[config.mk]
export PLATFORM = sky130hd
export DESIGN_NAME = ringbuffer_readout_ctrl
export DESIGN_NICKNAME = d
export VERILOG_FILES = /design/src/rtl/ringbuffer_readout_ctrl_pkg.sv /design/src/rtl/ringbuffer_readout_ctrl.sv
export SDC_FILE = /design/constraint.sdc
export NUM_CORES = 1
export LEC_CHECK = 0
export CAP_MARGIN = 20
export CORE_MARGIN = 2
export CORE_UTILIZATION = 51
export CTS_CLUSTER_SIZE = 40
export DETAILED_ROUTE_END_ITERATION = 8
export PLACE_DENSITY = 0.83
export SYNTH_ARGS = -nofsm -noshare
export SYNTH_HDL_FRONTEND = slang
export SYNTH_SLANG_ARGS = --single-unit
[constraint.sdc]
create_clock -name clk -period 2.8 [get_ports clk]
set_input_delay 0.42 -clock clk [delete_from_list [all_inputs] [get_ports clk]]
set_output_delay 0.42 -clock clk [all_outputs]
set_load 0.01 [all_outputs]
[src/rtl/ringbuffer_readout_ctrl_pkg.sv]
// Shared types and constants for the ADC ring-buffer readout sequencer.
// DEPTH is the default buffer depth; the top derives its default SIZE from it.
package ringbuffer_readout_ctrl_pkg;

    localparam int SIZE_DEF  = 12;
    localparam int WIDTH_DEF = 14;
    localparam int DEPTH     = 2 ** SIZE_DEF;

    typedef enum logic [2:0] {
        ST_IDLE,
        ST_FILL,
        ST_ARMED,
        ST_POST,
        ST_READ
    } state_e;

endpackage

[src/rtl/ringbuffer_readout_ctrl.sv]
// Trigger-driven ring-buffer sequencer: fills pre-trigger history, captures
// post-trigger samples, then streams the window out in time order.
module ringbuffer_readout_ctrl
    import ringbuffer_readout_ctrl_pkg::*;
#(
    parameter int SIZE  = $clog2(DEPTH),
    parameter int WIDTH = WIDTH_DEF
) (
    input  logic             clk,
    input  logic             rst,
    input  logic             arm,
    input  logic [SIZE-1:0]  cfg_pre,
    input  logic [SIZE-1:0]  cfg_post,
    input  logic             adc_valid,
    input  logic             trig,
    output logic             rb_wr_en,
    output logic             rb_rd_en,
    output logic [SIZE-1:0]  rb_ain,
    input  logic [SIZE-1:0]  rb_aout,
    input  logic [WIDTH-1:0] rb_dout,
    output logic [WIDTH-1:0] out_data,
    output logic             out_valid,
    input  logic             out_ready,
    output logic             out_last,
    output logic             busy,
    output logic             trig_lost,
    output logic             cfg_err
);

    localparam logic [SIZE:0] WIN_MAX = {1'b1, {SIZE{1'b0}}};

    state_e          state_q, state_d;
    logic [SIZE-1:0] pre_q, pre_d;
    logic [SIZE-1:0] post_q, post_d;
    logic [SIZE-1:0] fill_q, fill_d;
    logic [SIZE-1:0] post_cnt_q, post_cnt_d;
    logic [SIZE-1:0] start_q, start_d;
    logic [SIZE-1:0] rd_addr_q, rd_addr_d;
    logic [SIZE:0]   rd_rem_q, rd_rem_d;
    logic            ov_q, ov_d;
    logic            last_q, last_d;
    logic            lost_q, lost_d;
    logic            err_q, err_d;

    logic [SIZE:0]   cfg_sum;
    logic            cfg_ok;
    logic [SIZE:0]   win_len;
    logic            hs;
    logic            rd_go;
    logic            wr;
    logic [SIZE-1:0] post_left;
    logic [SIZE-1:0] trig_start;

    assign cfg_sum    = {1'b0, cfg_pre} + {1'b0, cfg_post};
    assign cfg_ok     = (cfg_post != '0) && (cfg_sum <= WIN_MAX);
    assign win_len    = {1'b0, pre_q} + {1'b0, post_q};
    assign hs         = ov_q & out_ready;
    // A new read may only be issued when the output slot frees up this cycle.
    assign rd_go      = (state_q == ST_READ) && (rd_rem_q != '0) && (!ov_q || out_ready);
    assign post_left  = post_q - {{(SIZE-1){1'b0}}, adc_valid};
    assign trig_start = rb_aout - pre_q;

    always_comb begin
        state_d    = state_q;
        pre_d      = pre_q;
        post_d     = post_q;
        fill_d     = fill_q;
        post_cnt_d = post_cnt_q;
        start_d    = start_q;
        rd_addr_d  = rd_addr_q;
        rd_rem_d   = rd_rem_q;
        err_d      = err_q;
        lost_d     = 1'b0;
        wr         = 1'b0;
        ov_d       = ov_q;
        last_d     = last_q;

        if (rd_go) begin
            ov_d   = 1'b1;
            last_d = (rd_rem_q == (SIZE+1)'(1));
        end else if (hs) begin
            ov_d   = 1'b0;
        end

        case (state_q)
            ST_IDLE: begin
                if (arm) begin
                    pre_d  = cfg_pre;
                    post_d = cfg_post;
                    if (cfg_ok) begin
                        state_d = ST_FILL;
                        fill_d  = '0;
                    end else begin
                        err_d = 1'b1;
                    end
                end
            end
            ST_FILL: begin
                wr     = adc_valid;
                lost_d = trig;
                if (pre_q == '0) begin
                    state_d = ST_ARMED;
                end else if (adc_valid) begin
                    fill_d = fill_q + SIZE'(1);
                    if (fill_q + SIZE'(1) == pre_q)
                        state_d = ST_ARMED;
                end
            end
            ST_ARMED: begin
                wr = adc_valid;
                if (trig) begin
                    start_d    = trig_start;
                    post_cnt_d = post_left;
                    // post = 1 with a coincident write completes the window now.
                    if (post_left == '0) begin
                        state_d   = ST_READ;
                        rd_addr_d = trig_start;
                        rd_rem_d  = win_len;
                    end else begin
                        state_d = ST_POST;
                    end
                end
            end
            ST_POST: begin
                wr     = adc_valid;
                lost_d = trig;
                if (adc_valid) begin
                    post_cnt_d = post_cnt_q - SIZE'(1);
                    if (post_cnt_q == SIZE'(1)) begin
                        state_d   = ST_READ;
                        rd_addr_d = start_q;
                        rd_rem_d  = win_len;
                    end
                end
            end
            ST_READ: begin
                lost_d = trig;
                if (rd_go) begin
                    rd_addr_d = rd_addr_q + SIZE'(1);
                    rd_rem_d  = rd_rem_q - (SIZE+1)'(1);
                end
                if (hs && last_q) begin
                    if (arm) begin
                        state_d = ST_FILL;
                        fill_d  = '0;
                    end else begin
                        state_d = ST_IDLE;
                    end
                end
            end
            default: state_d = ST_IDLE;
        endcase
    end

    always_ff @(posedge clk) begin
        if (rst) begin
            state_q    <= ST_IDLE;
            pre_q      <= '0;
            post_q     <= '0;
            fill_q     <= '0;
            post_cnt_q <= '0;
            start_q    <= '0;
            rd_addr_q  <= '0;
            rd_rem_q   <= '0;
            ov_q       <= 1'b0;
            last_q     <= 1'b0;
            lost_q     <= 1'b0;
            err_q      <= 1'b0;
        end else begin
            state_q    <= state_d;
            pre_q      <= pre_d;
            post_q     <= post_d;
            fill_q     <= fill_d;
            post_cnt_q <= post_cnt_d;
            start_q    <= start_d;
            rd_addr_q  <= rd_addr_d;
            rd_rem_q   <= rd_rem_d;
            ov_q       <= ov_d;
            last_q     <= last_d;
            lost_q     <= lost_d;
            err_q      <= err_d;
        end
    end

    assign rb_wr_en  = wr;
    assign rb_rd_en  = rd_go;
    assign rb_ain    = rd_addr_q;
    assign out_data  = rb_dout;
    assign out_valid = ov_q;
    assign out_last  = ov_q & last_q;
    assign busy      = (state_q == ST_POST) || (state_q == ST_READ);
    assign trig_lost = lost_q;
    assign cfg_err   = err_q;

endmodule
Yosys cells after proc, flatten, opt, wreduce, memory -nomap -nowiden
Cells that the tools add are included.
W data, S select, Z words.

storage, ports and cells
  register bits after elaboration = 92
  word-level logic and storage cells = 108

cells by class
  add/subtract/negate cells = 8
  $lt $le $gt $ge = 1
  equality and inequality tests = 20
  muxes and demuxes = 37
  bitwise logic cells = 4
  reductions and logical operators = 26

operators by type and width
  cell                     number
  $mux W12                 13
  $pmux W12 S3             2
  $mux W13                 5
  $pmux W13 S3             1
  $mux W3                  10
  $add A12 B12 Y13         2
  $add A12 B1 Y12 const B  2
  $logic_not A12 Y1        2
  $pmux W12 S2             1
  $ne A2 B2 Y1 const B     10
  $pmux W3 S5              1
  $eq A13 B1 Y1 const B    1
  $le A13 B13 Y1 const B   1
  $reduce_bool A13 Y1      1
  $sub A13 B1 Y13 const B  1
  $eq A12 B1 Y1 const B    1
  $eq A12 B12 Y1           1
  $reduce_bool A12 Y1      1
  $sub A12 B1 Y12          1
  $sub A12 B1 Y12 const B  1
  $sub A12 B12 Y12         1
  $reduce_and A8 Y1        1
  $reduce_and A7 Y1        1
  $eq A3 B2 Y1 const B     2
  18 further kinds         33

Logic depth before layout (Yosys ltp)
  depth in word-level cells = 6
  mapped depth = 12
  gate-level depth less buffers = 11

Worst setup path after synthesis
OpenSTA, ideal clock, no wires.

  kind = input -> register
  start point = input port cfg_pre[0]
  end point = register state_q[1]
  setup time = 0.086 ns
  arrival time = 2.682 ns
  path slack = 0.032 ns
  stages on the path = 10
  cell sequence = ha_1 -> fa_1 -> a21o_1 -> nor4_1 -> a311oi_1 -> nor4_1 -> and4bb_2 -> a21oi_1 -> or2_2 -> a211oi_1

on the way
  word-level cells in the longest chain between the ends = 5

ends and longest elaborated chain
  element                             line                            source
  from (decl)                         ringbuffer_readout_ctrl.sv:12   input logic [SIZE-1:0] cfg_pre,
  $add A12 B12 Y13                    ringbuffer_readout_ctrl.sv:54   assign cfg_sum = {1'b0, cfg_pre} + {1'b0, cfg_post};
  $le A13 B13 Y1                      ringbuffer_readout_ctrl.sv:55   assign cfg_ok = (cfg_post != '0) && (cfg_sum <= WIN_MAX);
  $logic_and A1 B1 Y1                 ringbuffer_readout_ctrl.sv:55
  $ne A2 B2 Y1 (no source line)       n/a
  $reduce_and A8 Y1 (no source line)  n/a
  to (signal assigned)                ringbuffer_readout_ctrl.sv:170  state_q <= state_d;
  to (decl)                           ringbuffer_readout_ctrl.sv:32   state_e state_q, state_d;

Every way passes these cells.
A chain may end at the register's enable or synchronous reset.

Worst setup path after layout
  start point = input port cfg_post[2]
  end point = register fill_q[2]

on the way
  word-level cells in the longest chain between the ends = 5
  elaborated cells on any way between the ends = 6

ends and longest elaborated chain
  element                                 line                            source
  from (decl)                             ringbuffer_readout_ctrl.sv:13   input logic [SIZE-1:0] cfg_post,
  $add A12 B12 Y13                        ringbuffer_readout_ctrl.sv:54
  $le A13 B13 Y1                          ringbuffer_readout_ctrl.sv:55
  $logic_and A1 B1 Y1 (*)                 ringbuffer_readout_ctrl.sv:55
  $ne A2 B2 Y1 (no source line) (*)       n/a
  $reduce_and A7 Y1 (no source line) (*)  n/a
  to (signal assigned)                    ringbuffer_readout_ctrl.sv:173  fill_q <= fill_d;
  to (decl)                               ringbuffer_readout_ctrl.sv:35   logic [SIZE-1:0] fill_q, fill_d;

Mark *: on every way between the ends. The rest lies on a longest branch, timed or not.

==> summary.txt <==
Setup path
  – CP cell instances: clkdlybuf4s50_1 -> ha_4 -> nor2_2 -> buf_4 -> or2_2 -> a311oi_1 -> nor4_1 -> and4bb_2 -> a21oi_4 -> nor2_2 -> buf_6 -> a311oi_2
  – Critical Path Max Stage Delay: 0.48 ns
  – Critical Path Sink: fill_q[2]
  – Worst EP arrival: 3.00 ns
  – FF-to-FF setup slack: 0.14 ns
  – Start point of the critical path: cfg_post[2]
  – Slowest cell on the critical path: clkdlybuf4s50_1
  – Worst-path fanout max: 10
  – R2R Path Start: rd_rem_q[1]
  – Kind of critical path: in2reg
  – RR Endpoint: rd_rem_q[12]
  – Worst Path Required: 3.05 ns
  – Critical Path Most Common Cell: nor2_2
  – Crit. End Element: flop
  – Startpoint Class: input port
  – Worst r2r path cells: 16

Timing
  – Final hold vios: 0
  – Fin. max-slew vios: 0
  – Slew of the pin with the lowest slew margin: 1.01 ns
  – Final hold slack: 0.456 ns
  – Fin crit period: 2.75 ns
  – Final count of negative-setup-slack endpoints: 0
  – Max_slew headroom: 32.7%
  – Fin crit share: 98.2%
  – Max Clock Skew: 0.0103 ns
  – Fmax: 364 MHz
  – Setup_tns: 0 ns

Floorplanning
  – Initial Utilization: 52.3%
  – Cell row count: 42
  – IO Count: 89
  – Core Box Area: 13,200 um^2
  – Die Y-Extent: 121 um
  – Die width: 121 um
  – Die area: 14,500 um^2

Drt
  – Vias: 7,489
  – DRT Pass-1 Iters: 7
  – Routed WL: 21.3 mm
  – Avg WL per Cell: 17.5 um
  – Routed vias/inst: 6.14
  – Final ANT Viol Nets: 0
  – # DRC: 0
  – Starting DRT DRC Count: 743

Global routing
  – Largest net degree at the start of global routing: 87
  – GR Overflow Total: 0
  – Vias in the first global route: 7,008
  – Initial antenna violation count: 0
  – All-Layer GR Usage: 29.1%
  – First-pass GRT wire length: 34.3 mm

Layout
  – Utilization after layout: 66.5%
  – Share of cells above drive strength 1: 18.2%
  – Area delta synth->final: 27.2%
  – Finished Layout Cells: 1,220
  – Ant diodes: 0
  – Nets@finish: 1,141

CTS
  – CTS clock-pin slew for the worst setup and hold paths: 0.07 ns
  – Clk buf depth: 2
  – Clk root buf: clkbuf_16
  – CTS buffer count: 9
  – # H-tree levels: 3
  – TritonCTS Sinks: 92
  – CTS tree: done
  – Worst-skew pair later-pin latency: 0.36 ns
  – Hold-fix buffers, CTS: 0

Min path
  – Min-delay src: post_cnt_q[10]
  – Class of the worst hold path: reg2reg

Synth
  – Netlist cell types: 77
  – Sequential area share after synthesis: 26.6%
  – Number of flops mapped to enable cells by yosys: 0
  – Syn_nets: 1,019
  – Synth Cell Area: 6920 um^2
  – Synth Flop Type: dfxtp_1
  – Post-synthesis cell count: 917
  – Seq cells post-synth: 92
  – Yosys warning total: 0
  – Post-Synthesis Mean Instance Area: 7.55 um^2
  – Ys async rst share: 0%

Run
  – Number of max-cap violations: 0

Placed design
  – Placed cell count: 1,189
  – PortBufs: 60
  – Post-DP HPWL: 15.0 mm
  – Gpl congestion: 0.981

Status
  – Outcome: finished, final reports clean

Power and ir drop
  – Maximum VDD drop: 0.000435 V
  – Design Power: 6070 uW
  – P_leak: 0.00338 uW
  – Pwr per Cell Area: 690 nW/um^2
registers in the layout (all words and copies together), names as in the netlist:
| name | flops |
|---|---|
| trig_lost | 1 |
| state_q | 3 |
| post_cnt_q | 12 |
| pre_q | 12 |
| post_q | 12 |
| cfg_err | 1 |
| rd_rem_q | 13 |
| out_valid | 1 |
| fill_q | 12 |
| last_q | 1 |
| start_q | 12 |
| rb_ain | 12 |
layer usage:
| metal | track usage [%] | up-vias | share of wire, % |
|---|---|---|---|
| met2 | 48.0 | 362 | 47 |
| met1 | 36.9 | 3476 | 40 |
| met4 | 13.7 | 0 | 4.3 |
| met5 | 0 | - | 0 |
| met3 | 5.09 | 82 | 8.4 |
| li1 | - | 3569 | - |
cell families (layout without fill, tap and decap cells):
kind of cell	count (synthesis)	after routing	synth area share, %
DFF	92	92	26.6
buffers and inverters	94	221	6.15
AOI/OAI and AO/OA	268	268	26.1
adders and majority gates	46	46	8.64
xor gates and xnor gates	52	52	6.58
and+or+nand+nor	365	365	26.0
placed cells by master, fill, tap and decap left out, types with 7 or more instances in the layout:
master and instances:
o211ai_1 8, o21a_1 7, xor2_1 18, a221oi_1 8, nor2_1 75, a211oi_1 12, inv_1 37, clkbuf_16 9
a221oi_2 9, ha_1 35, nor4_1 13, o21ai_0 51, nand2_1 125, a311oi_1 7, dfxtp_1 89, a21oi_1 84
clkdlybuf4s50_1 51, nand4_1 8, nand2b_1 11, nor2b_1 8, buf_4 104, nand3_1 32, or3_1 11, a21o_1 9
nor3_1 33, xnor2_1 34
stage by stage:
step           instance area (um^2)  setup slack, ns
2_1_floorplan                  6920           0.0321
3_3_place_gp                   8150           -0.596
3_5_place_dp                   8150           -0.758
4_1_cts                        8620          0.00503
5_1_grt                        8800          -0.0571
6_report                       8800           0.0496
synthesized netlist by cell type (all sizes together), types with 4 or more instances:
cell type  instances  area share (%)
or3               11            0.99
nor3              34             2.5
nor2              78             4.4
nand2b            11            0.99
xnor2             34             4.3
o31ai              8             1.2
a22oi              6            0.65
nand4              9            0.90
and2               6            0.54
nor4              15             1.4
a221oi            17             2.7
nor3b              7            0.92
o21ai             60             4.4
and3               4            0.36
a211oi            17             1.9
xor2              18             2.3
clkbuf            31             1.7
buf               24             2.3
a32oi              4            0.51
o211ai             9             1.0
or2                5            0.49
a21oi             89             6.4
or4                5            0.65
dfxtp             92              27
nand3             32             2.3
o21a               7            0.76
nand2            125             6.8
ha                43             7.8
a21boi             4            0.43
a311oi            11             1.4
and4               4            0.51
inv               39             2.1
nor2b              9            0.81
a21o               9            0.98
a31oi              4            0.36
worst min-delay path by stage:
stage          depth (start not counted)        endpoint  slack [ns]
2_1_floorplan                          2  post_cnt_q[10]        0.43
3_5_place_dp                           2      start_q[4]        0.45
6_report                               2  post_cnt_q[10]        0.46
5_1_grt                                2      start_q[4]        0.47
4_1_cts                                2      start_q[4]        0.46
3_3_place_gp                           2      start_q[3]        0.44
critical path: cells and delay by family:
kind            cells  cell delay (ns)
buf+inv             3             0.78
compound gates      3             0.75
fa+ha+maj           1             0.31
simple gates        5             0.74
what timing repair did:
| action | 4_1_cts | 5_1_grt |
|---|---|---|
| endpoints found under the hold margin | 0 | 0 |
| gates cloned | 0 | 0 |
| pin swaps | 16 | 16 |
| setup endpoints to repair | 38 | 26 |
| buffers inserted | 10 | 6 |
| gates resized for setup | 29 | 36 |
power breakdown:
group | switching [uW] | internal, uW | total (uW)
clock network | 557 | 638 | 1190
logic | 1700 | 1360 | 3070
registers | 312 | 1500 | 1810
area by class of cell:
cell class	count	area, um^2
multi-input cells	731	4880
fillers	1112	4440
flip-flops and latches	92	1850
repair buffers	166	1410
clock buffers	11	243
well taps	176	220
inverters	39	151
clock inverters	5	48.8
Power figures use the tool's default switching activity.
